$ cat src/rtl/mux_scan_pkg.sv
// rtl/mux_scan_pkg.sv - shared types and constants for the mux scan sequencer
package mux_scan_pkg;

    localparam int NUM_CH = 8;
    localparam int SEL_W  = 3;
    localparam logic [SEL_W-1:0] LAST_CH = 3'd7;

    typedef enum logic [1:0] {
        IDLE,
        SETTLE,
        SAMPLE,
        DONE
    } state_e;

endpackage

$ cat src/rtl/mux_scan_ctrl_if.sv
// rtl/mux_scan_ctrl_if.sv - start/done handshake plus mux select/sample lines
interface mux_scan_ctrl_if;
    import mux_scan_pkg::*;

    logic              start;
    logic              y;
    logic              s2;
    logic              s1;
    logic              s0;
    logic              busy;
    logic              done;
    logic [NUM_CH-1:0] word;

    modport master (
        output start,
        output y,
        input  s2,
        input  s1,
        input  s0,
        input  busy,
        input  done,
        input  word
    );

    modport slave (
        input  start,
        input  y,
        output s2,
        output s1,
        output s0,
        output busy,
        output done,
        output word
    );

endinterface

$ cat src/rtl/mux_scan_ctrl_settle_timer.sv
// rtl/mux_scan_ctrl_settle_timer.sv - loadable down-counter with zero flag
module settle_timer #(
    parameter int CNT_W = 4
) (
    input  logic             clk,
    input  logic             rst,
    input  logic             load,
    input  logic [CNT_W-1:0] load_val,
    input  logic             dec,
    output logic             zero
);

    logic [CNT_W-1:0] cnt_q;
    logic [CNT_W-1:0] cnt_d;

    // Load wins over decrement; the counter saturates at zero.
    always_comb begin
        cnt_d = cnt_q;
        if (load) begin
            cnt_d = load_val;
        end else if (dec && (cnt_q != '0)) begin
            cnt_d = cnt_q - 1'b1;
        end
    end

    always_ff @(posedge clk) begin
        if (rst) begin
            cnt_q <= '0;
        end else begin
            cnt_q <= cnt_d;
        end
    end

    assign zero = (cnt_q == '0);

endmodule

$ cat src/rtl/mux_scan_ctrl.sv
// rtl/mux_scan_ctrl.sv - steps an 8:1 mux through all channels and assembles the sampled word
module mux_scan_ctrl
    import mux_scan_pkg::*;
#(
    parameter int SETTLE_CYCLES = 2,
    parameter int CNT_W         = 4
) (
    input  logic            clk,
    input  logic            rst,
    mux_scan_ctrl_if.slave  bus
);

    localparam logic [CNT_W-1:0] SETTLE_LD = CNT_W'(SETTLE_CYCLES);

    state_e            state_q, state_d;
    logic [SEL_W-1:0]  sel_q, sel_d;
    logic              busy_q, busy_d;
    logic              done_q, done_d;
    logic [NUM_CH-1:0] word_q, word_d;
    logic [NUM_CH-1:0] shadow_q, shadow_d;

    logic timer_load;
    logic timer_dec;
    logic timer_zero;

    assign timer_load = ((state_q == IDLE) && bus.start) ||
                        ((state_q == SAMPLE) && (sel_q != LAST_CH));
    assign timer_dec  = (state_q == SETTLE);

    settle_timer #(
        .CNT_W (CNT_W)
    ) u_settle_timer (
        .clk      (clk),
        .rst      (rst),
        .load     (timer_load),
        .load_val (SETTLE_LD),
        .dec      (timer_dec),
        .zero     (timer_zero)
    );

    always_comb begin
        state_d  = state_q;
        sel_d    = sel_q;
        busy_d   = busy_q;
        done_d   = 1'b0;
        word_d   = word_q;
        shadow_d = shadow_q;
        case (state_q)
            IDLE: begin
                sel_d  = '0;
                busy_d = 1'b0;
                if (bus.start) begin
                    state_d = SETTLE;
                    busy_d  = 1'b1;
                end
            end
            SETTLE: begin
                if (timer_zero) begin
                    state_d = SAMPLE;
                end
            end
            SAMPLE: begin
                shadow_d[sel_q] = bus.y;
                if (sel_q == LAST_CH) begin
                    state_d = DONE;
                    busy_d  = 1'b0;
                end else begin
                    sel_d   = sel_q + 1'b1;
                    state_d = SETTLE;
                end
            end
            DONE: begin
                // Publish the full word in a single edge so consumers never see a partial scan.
                word_d  = shadow_q;
                done_d  = 1'b1;
                sel_d   = '0;
                state_d = IDLE;
            end
            default: begin
                state_d = IDLE;
                sel_d   = '0;
                busy_d  = 1'b0;
            end
        endcase
    end

    always_ff @(posedge clk) begin
        if (rst) begin
            state_q  <= IDLE;
            sel_q    <= '0;
            busy_q   <= 1'b0;
            done_q   <= 1'b0;
            word_q   <= '0;
            shadow_q <= '0;
        end else begin
            state_q  <= state_d;
            sel_q    <= sel_d;
            busy_q   <= busy_d;
            done_q   <= done_d;
            word_q   <= word_d;
            shadow_q <= shadow_d;
        end
    end

    assign bus.s2   = sel_q[2];
    assign bus.s1   = sel_q[1];
    assign bus.s0   = sel_q[0];
    assign bus.busy = busy_q;
    assign bus.done = done_q;
    assign bus.word = word_q;

endmodule

$ cat src/flat_wrapper.sv
// flat-port wrapper written by rule: the top's interface ports become plain ports
module mux_scan_ctrl_flat import mux_scan_pkg::*;
#(
    parameter int SETTLE_CYCLES = 2,
    parameter int CNT_W         = 4
)
  (clk, rst, bus_start, bus_y, bus_s2, bus_s1, bus_s0, bus_busy, bus_done, bus_word);
  mux_scan_ctrl_if bus_i ();
  input  logic clk;
  input  logic rst;
  input wire logic [$bits(bus_i.start)-1:0] bus_start;
  input wire logic [$bits(bus_i.y)-1:0] bus_y;
  output wire logic [$bits(bus_i.s2)-1:0] bus_s2;
  output wire logic [$bits(bus_i.s1)-1:0] bus_s1;
  output wire logic [$bits(bus_i.s0)-1:0] bus_s0;
  output wire logic [$bits(bus_i.busy)-1:0] bus_busy;
  output wire logic [$bits(bus_i.done)-1:0] bus_done;
  output wire logic [$bits(bus_i.word)-1:0] bus_word;
  assign bus_i.start = bus_start;
  assign bus_i.y = bus_y;
  assign bus_s2 = bus_i.s2;
  assign bus_s1 = bus_i.s1;
  assign bus_s0 = bus_i.s0;
  assign bus_busy = bus_i.busy;
  assign bus_done = bus_i.done;
  assign bus_word = bus_i.word;
  mux_scan_ctrl #(.SETTLE_CYCLES(SETTLE_CYCLES), .CNT_W(CNT_W)) u_core (.clk(clk), .rst(rst), .bus(bus_i));
endmodule
$ cat config.mk
export PLATFORM = sky130hd
export DESIGN_NAME = mux_scan_ctrl_flat
export DESIGN_NICKNAME = d
export VERILOG_FILES = /design/src/rtl/mux_scan_pkg.sv /design/src/rtl/mux_scan_ctrl_if.sv /design/src/rtl/mux_scan_ctrl_settle_timer.sv /design/src/rtl/mux_scan_ctrl.sv /design/src/flat_wrapper.sv
export SDC_FILE = /design/constraint.sdc
export NUM_CORES = 1
export LEC_CHECK = 0
export ABC_AREA = 1
export CAP_MARGIN = 20
export CORE_MARGIN = 4
export CORE_UTILIZATION = 50
export DETAILED_ROUTE_END_ITERATION = 12
export DONT_BUFFER_PORTS = 1
export PLACE_DENSITY_LB_ADDON = 0.08
export SYNTH_ARGS = -nofsm -noshare
export SYNTH_HDL_FRONTEND = slang
export SYNTH_HIERARCHICAL = 1
export SYNTH_SLANG_ARGS = --single-unit
$ cat constraint.sdc
create_clock -name clk -period 1.5 [get_ports clk]
set_clock_uncertainty 0.2 [all_clocks]
set_input_delay 0.3 -clock clk [delete_from_list [all_inputs] [get_ports clk]]
set_output_delay 0.3 -clock clk [all_outputs]
set_load 0.02 [all_outputs]
* Word-level counts from Yosys, hierarchy flattened
Cells that the tools add are included.
** Storage, ports and cells
- Logic and storage cells :: 52
- Register bits :: 27
** Cells by class
- Equality and inequality tests :: 9
- Add/subtract/negate cells :: 2
- Reduce and logical (&&, ||, !) cells :: 16
- Multiplexer cells :: 15
- Magnitude comparators :: 2
** Operators by type and width (count)
- 2-to-1 mux 2 bit :: 5
- bitwise mux 8 bit :: 1
- one-hot mux 2 bit (4 select lines) :: 1
- inequality test 2 bit (second input constant) :: 3
- one-hot mux 3 bit (2 select lines) :: 1
- AND reduction 2 bit :: 3
- nonzero test 2 bit :: 3
- == test 2 bit (second input constant) :: 2
- logical AND 1 bit :: 4
- logical NOT 4 bit :: 1
- less-than comparator 3 x 4 -> 1 bit (second input constant) :: 1
- 2-to-1 mux 1 bit :: 4
- nonzero test 4 bit :: 1
- OR reduction 2 bit :: 2
- subtractor 4 x 1 -> 4 bit (second input constant) :: 1
- adder 3 x 1 -> 3 bit (second input constant) :: 1
- demux 1 bit (select 3 bit) :: 1
- == test 3 bit (second input constant) :: 1
- greater-or-equal comparator 3 x 1 -> 1 bit (second input constant) :: 1
- 2-to-1 mux 3 bit :: 1
- inequality test 3 bit (second input constant) :: 1
- == test 2 x 1 -> 1 bit (second input constant) :: 1
- logical NOT 2 bit :: 1
- inequality test 2 x 1 -> 1 bit (second input constant) :: 1
- other kinds (2) :: 2

* Depth between registers and ports, before layout
Gate-level depths: netlist (run 1).
- Depth after elaboration :: 5
- Depth in mapped cells :: 11
- Depth with buffers taken out :: 11

* Cells and area by module
The synthesis (run 1) kept the hierarchy.
** Modules (own cells, without submodules)
- mux_scan_ctrl :: area an instance 1068.5 um^2, instances 1, cells an instance 152
- settle_timer :: area an instance 274.0 um^2, instances 1, cells an instance 41

* Worst setup path after synthesis (run 1)
OpenSTA, ideal clock, no wires.
- Path kind :: reg2reg
- Start point :: reg u_core.sel_q[1]
- End point :: reg u_core.u_settle_timer.cnt_q[2]
- Clock period less this slack :: 1.834 ns
- Arrival time :: 1.521 ns
- Path buffers :: 0
- Path slack :: -0.334 ns
- Setup time :: 0.113 ns
- Stages on the path, launching flop included :: 12
- Cells stage by stage :: dfxtp_1 > ha_1 > ha_1 > inv_1 > nand2_1 > nand2_1 > inv_2 > nand2_1 > o22ai_1 > nand2_1 > nand2_1 > nor2_1
** Between the ends
- Cells in the longest elaborated chain, start to end :: 4
** Ends and longest elaborated chain
- start: declaration :: RTL line mux_scan_ctrl.sv:16 : logic [SEL_W-1:0] sel_q, sel_d;
- start signal: assignment :: RTL line mux_scan_ctrl.sv:97 : sel_q <= sel_d;
- inequality test 3 bit :: RTL line mux_scan_ctrl.sv:27 : ((state_q == SAMPLE) && (sel_q != LAST_CH));
- logical AND 1 bit :: RTL line mux_scan_ctrl.sv:27
- logical OR 1 bit :: RTL line mux_scan_ctrl.sv:26 : assign timer_load = ((state_q == IDLE) && bus.start) ||
- via u_core.timer_load :: RTL line mux_scan_ctrl.sv:22 : logic timer_load;
- OR reduction 2 bit (no source line)
- end signal: assignment :: RTL line mux_scan_ctrl_settle_timer.sv:30 : cnt_q <= cnt_d;
- end: declaration :: RTL line mux_scan_ctrl_settle_timer.sv:13 : logic [CNT_W-1:0] cnt_q;
The timed path passes the listed nets, and every way through them passes these cells.
A chain may end at the register's enable or synchronous reset.

* Worst setup path in the final report (run 1)
- Start point :: reg u_core.sel_q[0]
- End point :: reg u_core.u_settle_timer.cnt_q[3]
The elaborated chain is that of the path after synthesis.

==> results_dict.tcl, run 1 <==
set metrics [dict create \
    post-route-util_pct 67.7 \
    antenna_found_initial 0 \
    rsz0062_at_grt "yes" \
    max_freq_ghz 0.645 \
    arrival_ps 1590 \
    area_growth_pct 27.2 \
    cts_buffers 3 \
    die_h_um 59.8 \
    drive_gt1_share_pct 27.4 \
    critPathTopFamily "simple AND/OR/NAND/NOR gates" \
    layout_common_cells "nor2_1, nand2_1, dfxtp_1, buf_4, inv_1" \
    track_usage_pct 16.9 \
    finalHoldViolCount 6 \
    grt_overflow 0 \
    routedWlPerCell_um 11.6 \
    clock_latency_ps 320 \
    drt_iter0_drc 38 \
    synthDistinctLibCells 22 \
    finalSetupViolCount 2 \
    multi_input_area_sq_um 817 \
    clock-root-buffer "clkbuf_4" \
    power_frac_seq_pct 37.1 \
    clkPwrFrac_pct 11.4 \
    io_buffers 0 \
    finalNetCount 234 \
    start_util_pct 53.2 \
    power.switching_fraction_pct 42.4 \
    syn_area_sq_um 1340 \
    totalWireLength_um 2880 \
    syn_inst 193 \
    h-tree-depth 1 \
    avgSynthCellArea_sq_um 6.96 \
    maxSlewViolCount 0 \
    ys_ff_latch 27 \
    violations "hold timing, setup timing" \
    ys.warnings.count 6 \
    yosysSeqAreaShare_pct 40.3 \
    dp_hpwl_um 2120 \
    drcViolationCount 0 \
    finalCritPeriodShare_pct 103 \
    gp_congestion 0.851 \
    vias 1220 \
    period_needed_ps 1550 \
    clkTransAtPathRegs_ps 150 \
    total_power_mw 2.80 \
    cts_tree "yes" \
    leakage_nw 0.787 \
    cts.sinks 27 \
    final_common_cell "nor2_1" \
    holdCritPathClass "in -> reg" \
    synth_top_cell_area_share_pct 40.3 \
    register_area_sq_um 557 \
    coreArea_sq_um 2520 \
    critPathLaunchType "flop" \
    slowest_delay_ps 380 \
    outcome "finished with violations" \
    power_density_nw_per_um2 1640 \
    cts.hold.buffers_added 3 \
    fillerInstances 234 \
    final_critical_path_setup_slack_ps -50.4 \
    pin_count 17 \
    path_cells "ha_4 -> ha_4 -> inv_2 -> nand2_4 -> nand2_4 -> inv_6 -> or2_0 -> nand3_1 -> a21oi_2" \
    cts_setup_buffers 0 \
    cap_violations 0 \
    drtPass1Iterations 4 \
    grt_pass1_wl_um 4620 \
    worst_path_max_delay_cell "dfxtp_4" \
    critical_path_class "reg -> reg" \
    rows 18 \
    grt_pass1_vias 1147 \
    worstPathRequired_ps 1540 \
    p_int_mw 1.61 \
    hold-worst-slack_ps -194 \
    comb_power_share_pct 51.5 \
    rrSetupSlack_ps -50 \
    path_max_fanout 7 \
    postRouteAntennaNets 0 \
    clk_path_buf_depth 2 \
    avgViaCountPerCell 4.90 \
    fin_tns_setup_ps -67.6 \
    crit_buf_inv 2 \
    peakVddDrop_mv 1.42 \
    die_area_sq_um 3580 \
    grt_max_degree 17 \
    synth_area_leader_cell "dfxtp_1" \
    crit_path_end_kind "flop" \
    antenna_cells 0 \
    chipWidth_um 59.8 \
    synthTopCellsByArea "dfxtp_1, nor2_1, nand2_1, ha_1, inv_1" \
    switchingPower_mw 1.19 \
]
-- kinds of logic (layout without fill, tap and decap cells) --
logic type / Yosys count / after routing / synth area share [%]
DFF: 27 / 27 / 40.3
other: 2 / 4 / 0.559
buffers and inverters: 25 / 49 / 7.36
AOI/OAI and AO/OA: 25 / 25 / 9.88
adders and majority gates: 10 / 10 / 9.32
xor gates and xnor gates: 1 / 1 / 0.652
and+or+nand+nor: 103 / 103 / 32.0
-- stage by stage --
step	setup WS (ps)	instances	hold WS (ps)	cell area, sq um
2_1_floorplan	-39.9	195	159	1400
3_3_place_gp	-41.5	242	164	1560
3_5_place_dp	-100	242	167	1560
4_1_cts	-42.4	249	-204	1650
5_1_grt	-130	249	-229	1710
6_report	-50.4	249	-194	1710
-- sequential cells by signal (all words and copies together), names as in the netlist --
signal / flops
u_core/bus.busy: 1
u_core/bus.word: 8
u_core/u_settle_timer/cnt_q: 4
u_core/state_q: 2
u_core/shadow_q: 8
u_core/sel_q: 3
u_core/bus.done: 1
-- Yosys cell counts (all sizes together) --
| cell | count |
|---|---|
| ha | 10 |
| o21ai | 15 |
| dfxtp | 27 |
| inv | 23 |
| nor3 | 2 |
| xor2 | 1 |
| o21bai | 1 |
| nand3 | 10 |
| buf | 1 |
| a21oi | 8 |
| clkinv | 1 |
| or2 | 2 |
| nand2 | 41 |
| conb | 2 |
| o22ai | 1 |
| nor2 | 48 |
-- cell type report --
cell class	count	area share (%)
multi-input combinational	143	47.8
sequential	27	32.6
timing repair buffer	21	9.89
inverter	24	5.71
tap	30	2.20
clock buffer	3	1.32
clock inverter	1	0.440
-- final timing paths --
kind                                                                     to  cells after the start                       startpoint
worst max-delay path            u_core/u_settle_timer/cnt_q[3]$_SDFFE_PP0P_                      9     u_core/sel_q[0]$_SDFFE_PP0P_
worst min-delay path                           u_core/sel_q[2]$_SDFFE_PP0P_                      1                              rst
worst max register to register  u_core/u_settle_timer/cnt_q[3]$_SDFFE_PP0P_                      9     u_core/sel_q[0]$_SDFFE_PP0P_
worst min register to register              u_core/shadow_q[1]$_SDFFE_PP0P_                      2  u_core/shadow_q[1]$_SDFFE_PP0P_
-- metal layers --
metal | global-route usage (%) | routed length [um] | up-vias
met1 | 21.2 | 1290 | 552
met5 | 0 | 0 | -
met2 | 29.0 | 1450 | 21
met4 | 5.70 | 19 | 0
met3 | 2.81 | 118 | 2
li1 | - | - | 645
-- power groups by stage --
| stage | clock [mW] | sequential [mW] | combinational (mW) |
|---|---|---|---|
| after floorplan | 0 | 1.04 | 0.830 |
| after global placement | 0 | 1.03 | 1.19 |
| after CTS | 0.335 | 1.03 | 1.28 |
| final | 0.319 | 1.04 | 1.44 |
| after detailed placement | 0 | 1.04 | 1.23 |
| after global routing | 0.376 | 1.06 | 1.62 |
-- timing repair --
action,in CTS,in global routing
cloned,0,0
hold endpoints to repair,13,6
setup endpoints to repair,6,10
pin swaps,6,5
resized for setup,10,23
-- worst reg2reg max path: stages, from the launching register on --
cell and delay [ps]:
dfxtp_4 380, ha_4 170, ha_4 150, inv_2 60, nand2_4 50, nand2_4 80, inv_6 50, or2_0 190
nand3_1 80, a21oi_2 50
Power figures use the tool's default switching activity.
==> run 2: changes to the inputs <==
- CORE_MARGIN: 4 -> 2
- CTS_CLUSTER_SIZE: not set -> 24
==> results_dict.tcl, run 2 (synthesis results as in run 1) <==
set metrics [dict create \
    drtPass1Iterations 4 \
    power_density_nw_per_um2 1620 \
    drt_iter0_drc 27 \
    leakage_nw 0.764 \
    arrival_ps 1570 \
    finalNetCount 230 \
    cts.sinks 27 \
    grt_pass1_wl_um 4990 \
    routedWlPerCell_um 11.0 \
    area_growth_pct 25.3 \
    postRouteAntennaNets 0 \
    crit_path_end_kind "flop" \
    path_max_fanout 7 \
    cap_violations 0 \
    worst_path_max_delay_cell "dfxtp_4" \
    chipWidth_um 55.8 \
    maxSlewViolCount 0 \
    finalHoldViolCount 6 \
    worstPathRequired_ps 1530 \
    cts.hold.buffers_added 3 \
    io_buffers 0 \
    outcome "finished with violations" \
    start_util_pct 53.7 \
    finalCritPeriodShare_pct 103 \
    antenna_cells 0 \
    vias 1191 \
    hold-worst-slack_ps -186 \
    peakVddDrop_mv 1.14 \
    final_common_cell "nor2_1" \
    path_cells "ha_4 -> ha_4 -> inv_2 -> nand2_4 -> nand2_4 -> inv_4 -> o22ai_1 -> nand2_1 -> nand2_1 -> nor2_1" \
    grt_overflow 0 \
    cts_tree "yes" \
    dp_hpwl_um 2000 \
    layout_common_cells "nor2_1, nand2_1, dfxtp_1, inv_1" \
    clkTransAtPathRegs_ps 140 \
    clock_latency_ps 310 \
    totalWireLength_um 2700 \
    grt_max_degree 16 \
    final_cells 245 \
    finalSetupViolCount 3 \
    final_critical_path_setup_slack_ps -41.8 \
    violations "hold timing, setup timing" \
    gp_congestion 0.844 \
    track_usage_pct 19.4 \
    drcViolationCount 0 \
    coreArea_sq_um 2500 \
    rows 18 \
    post-route-util_pct 67.3 \
    cts_buffers 3 \
    critical_path_class "reg -> reg" \
    die_area_sq_um 3120 \
    fillerInstances 214 \
    h-tree-depth 1 \
    dp.cells 237 \
    holdCritPathClass "in -> reg" \
    avgViaCountPerCell 4.86 \
    grt_pass1_vias 1202 \
    antenna_found_initial 0 \
    slowest_delay_ps 380 \
    pin_count 17 \
    period_needed_ps 1540 \
    rsz0062_at_grt "yes" \
    critPathLaunchType "flop" \
    die_h_um 55.8 \
    clock-root-buffer "clkbuf_4" \
    drive_gt1_share_pct 27.9 \
    max_freq_ghz 0.649 \
    clk_path_buf_depth 2 \
]
[run 2: changes by cell type in the layout (fill, tap and decap cells not counted), moves of 2 or more]
cell / change
o21ai_1: -4
nor2_2: +3
nor2_1: -3
o21ai_0: +4
clkinv_2: +2
buf_4: -3
[run 2: final cells by class]
class	instances	area (sq um)	share of cell area, %
multi-input combinational	143	831	49.4
timing repair buffer	17	135	8.04
tap	30	37.5	2.23
inverter	24	93.8	5.58
sequential	27	557	33.1
clock inverter	1	5.00	0.298
clock buffer	3	22.5	1.34
[run 2: repair_timing]
item	CTS	global route
endpoints found under the hold margin	13	6
buffers inserted	1	1
setup endpoints to repair	11	16
pin swaps	2	4
resized for setup	7	24
[run 2: final timing paths]
path	slack [ps]	from	cells after the start	end
setup / recovery	-40	u_core/sel_q[0]$_SDFFE_PP0P_	10	u_core/u_settle_timer/cnt_q[2]$_SDFFE_PP0P_
hold / removal	-190	rst	1	u_core/sel_q[1]$_SDFFE_PP0P_
setup reg to reg	-40	u_core/sel_q[0]$_SDFFE_PP0P_	10	u_core/u_settle_timer/cnt_q[2]$_SDFFE_PP0P_
hold reg to reg	290	u_core/shadow_q[1]$_SDFFE_PP0P_	2	u_core/shadow_q[1]$_SDFFE_PP0P_
[run 2: where the power goes]
| group | switching [mW] | total, mW | internal, mW |
|---|---|---|---|
| Clock | 0.204 | 0.304 | 0.0997 |
| Sequential | 0.167 | 1.04 | 0.871 |
| Combinational | 0.785 | 1.38 | 0.596 |
[run 2: stage by stage]
step           cell area [sq um]  worst slack [ps]  TNS [ps]  total power, mW  hold slack (ps)
3_5_place_dp                1520              -117      -383             2.20              166
2_1_floorplan               1400             -39.9     -39.9             1.87              159
4_1_cts                     1610             -54.3      -102             2.57             -197
5_1_grt                     1680              -107      -357             2.98             -207
3_3_place_gp                1520             -76.1      -131             2.17              163
6_report                    1680             -41.8     -94.8             2.72             -186
[run 2: critical path: cells and delay by family (launching register included)]
family,cells,cell delay [ps]
DFF,1,380
adders and majority gates,2,330
and+or+nand+nor,5,280
AOI/OAI and AO/OA,1,170
buffers and inverters,2,110
[run 2: metal layers]
| layer | up-vias | track usage (%) | wire length (um) |
|---|---|---|---|
| met5 | - | 0 | 0 |
| met4 | 0 | 5.78 | 14 |
| met3 | 2 | 3.95 | 109 |
| met2 | 14 | 32.3 | 1250 |
| met1 | 534 | 25.5 | 1320 |
| li1 | 641 | - | - |
==> run 3: changes to the inputs <==
- CTS_CLUSTER_SIZE: 24 -> 40
==> results of run 3 <==
Final layout, timing and power as in run 2 (identical DEF).
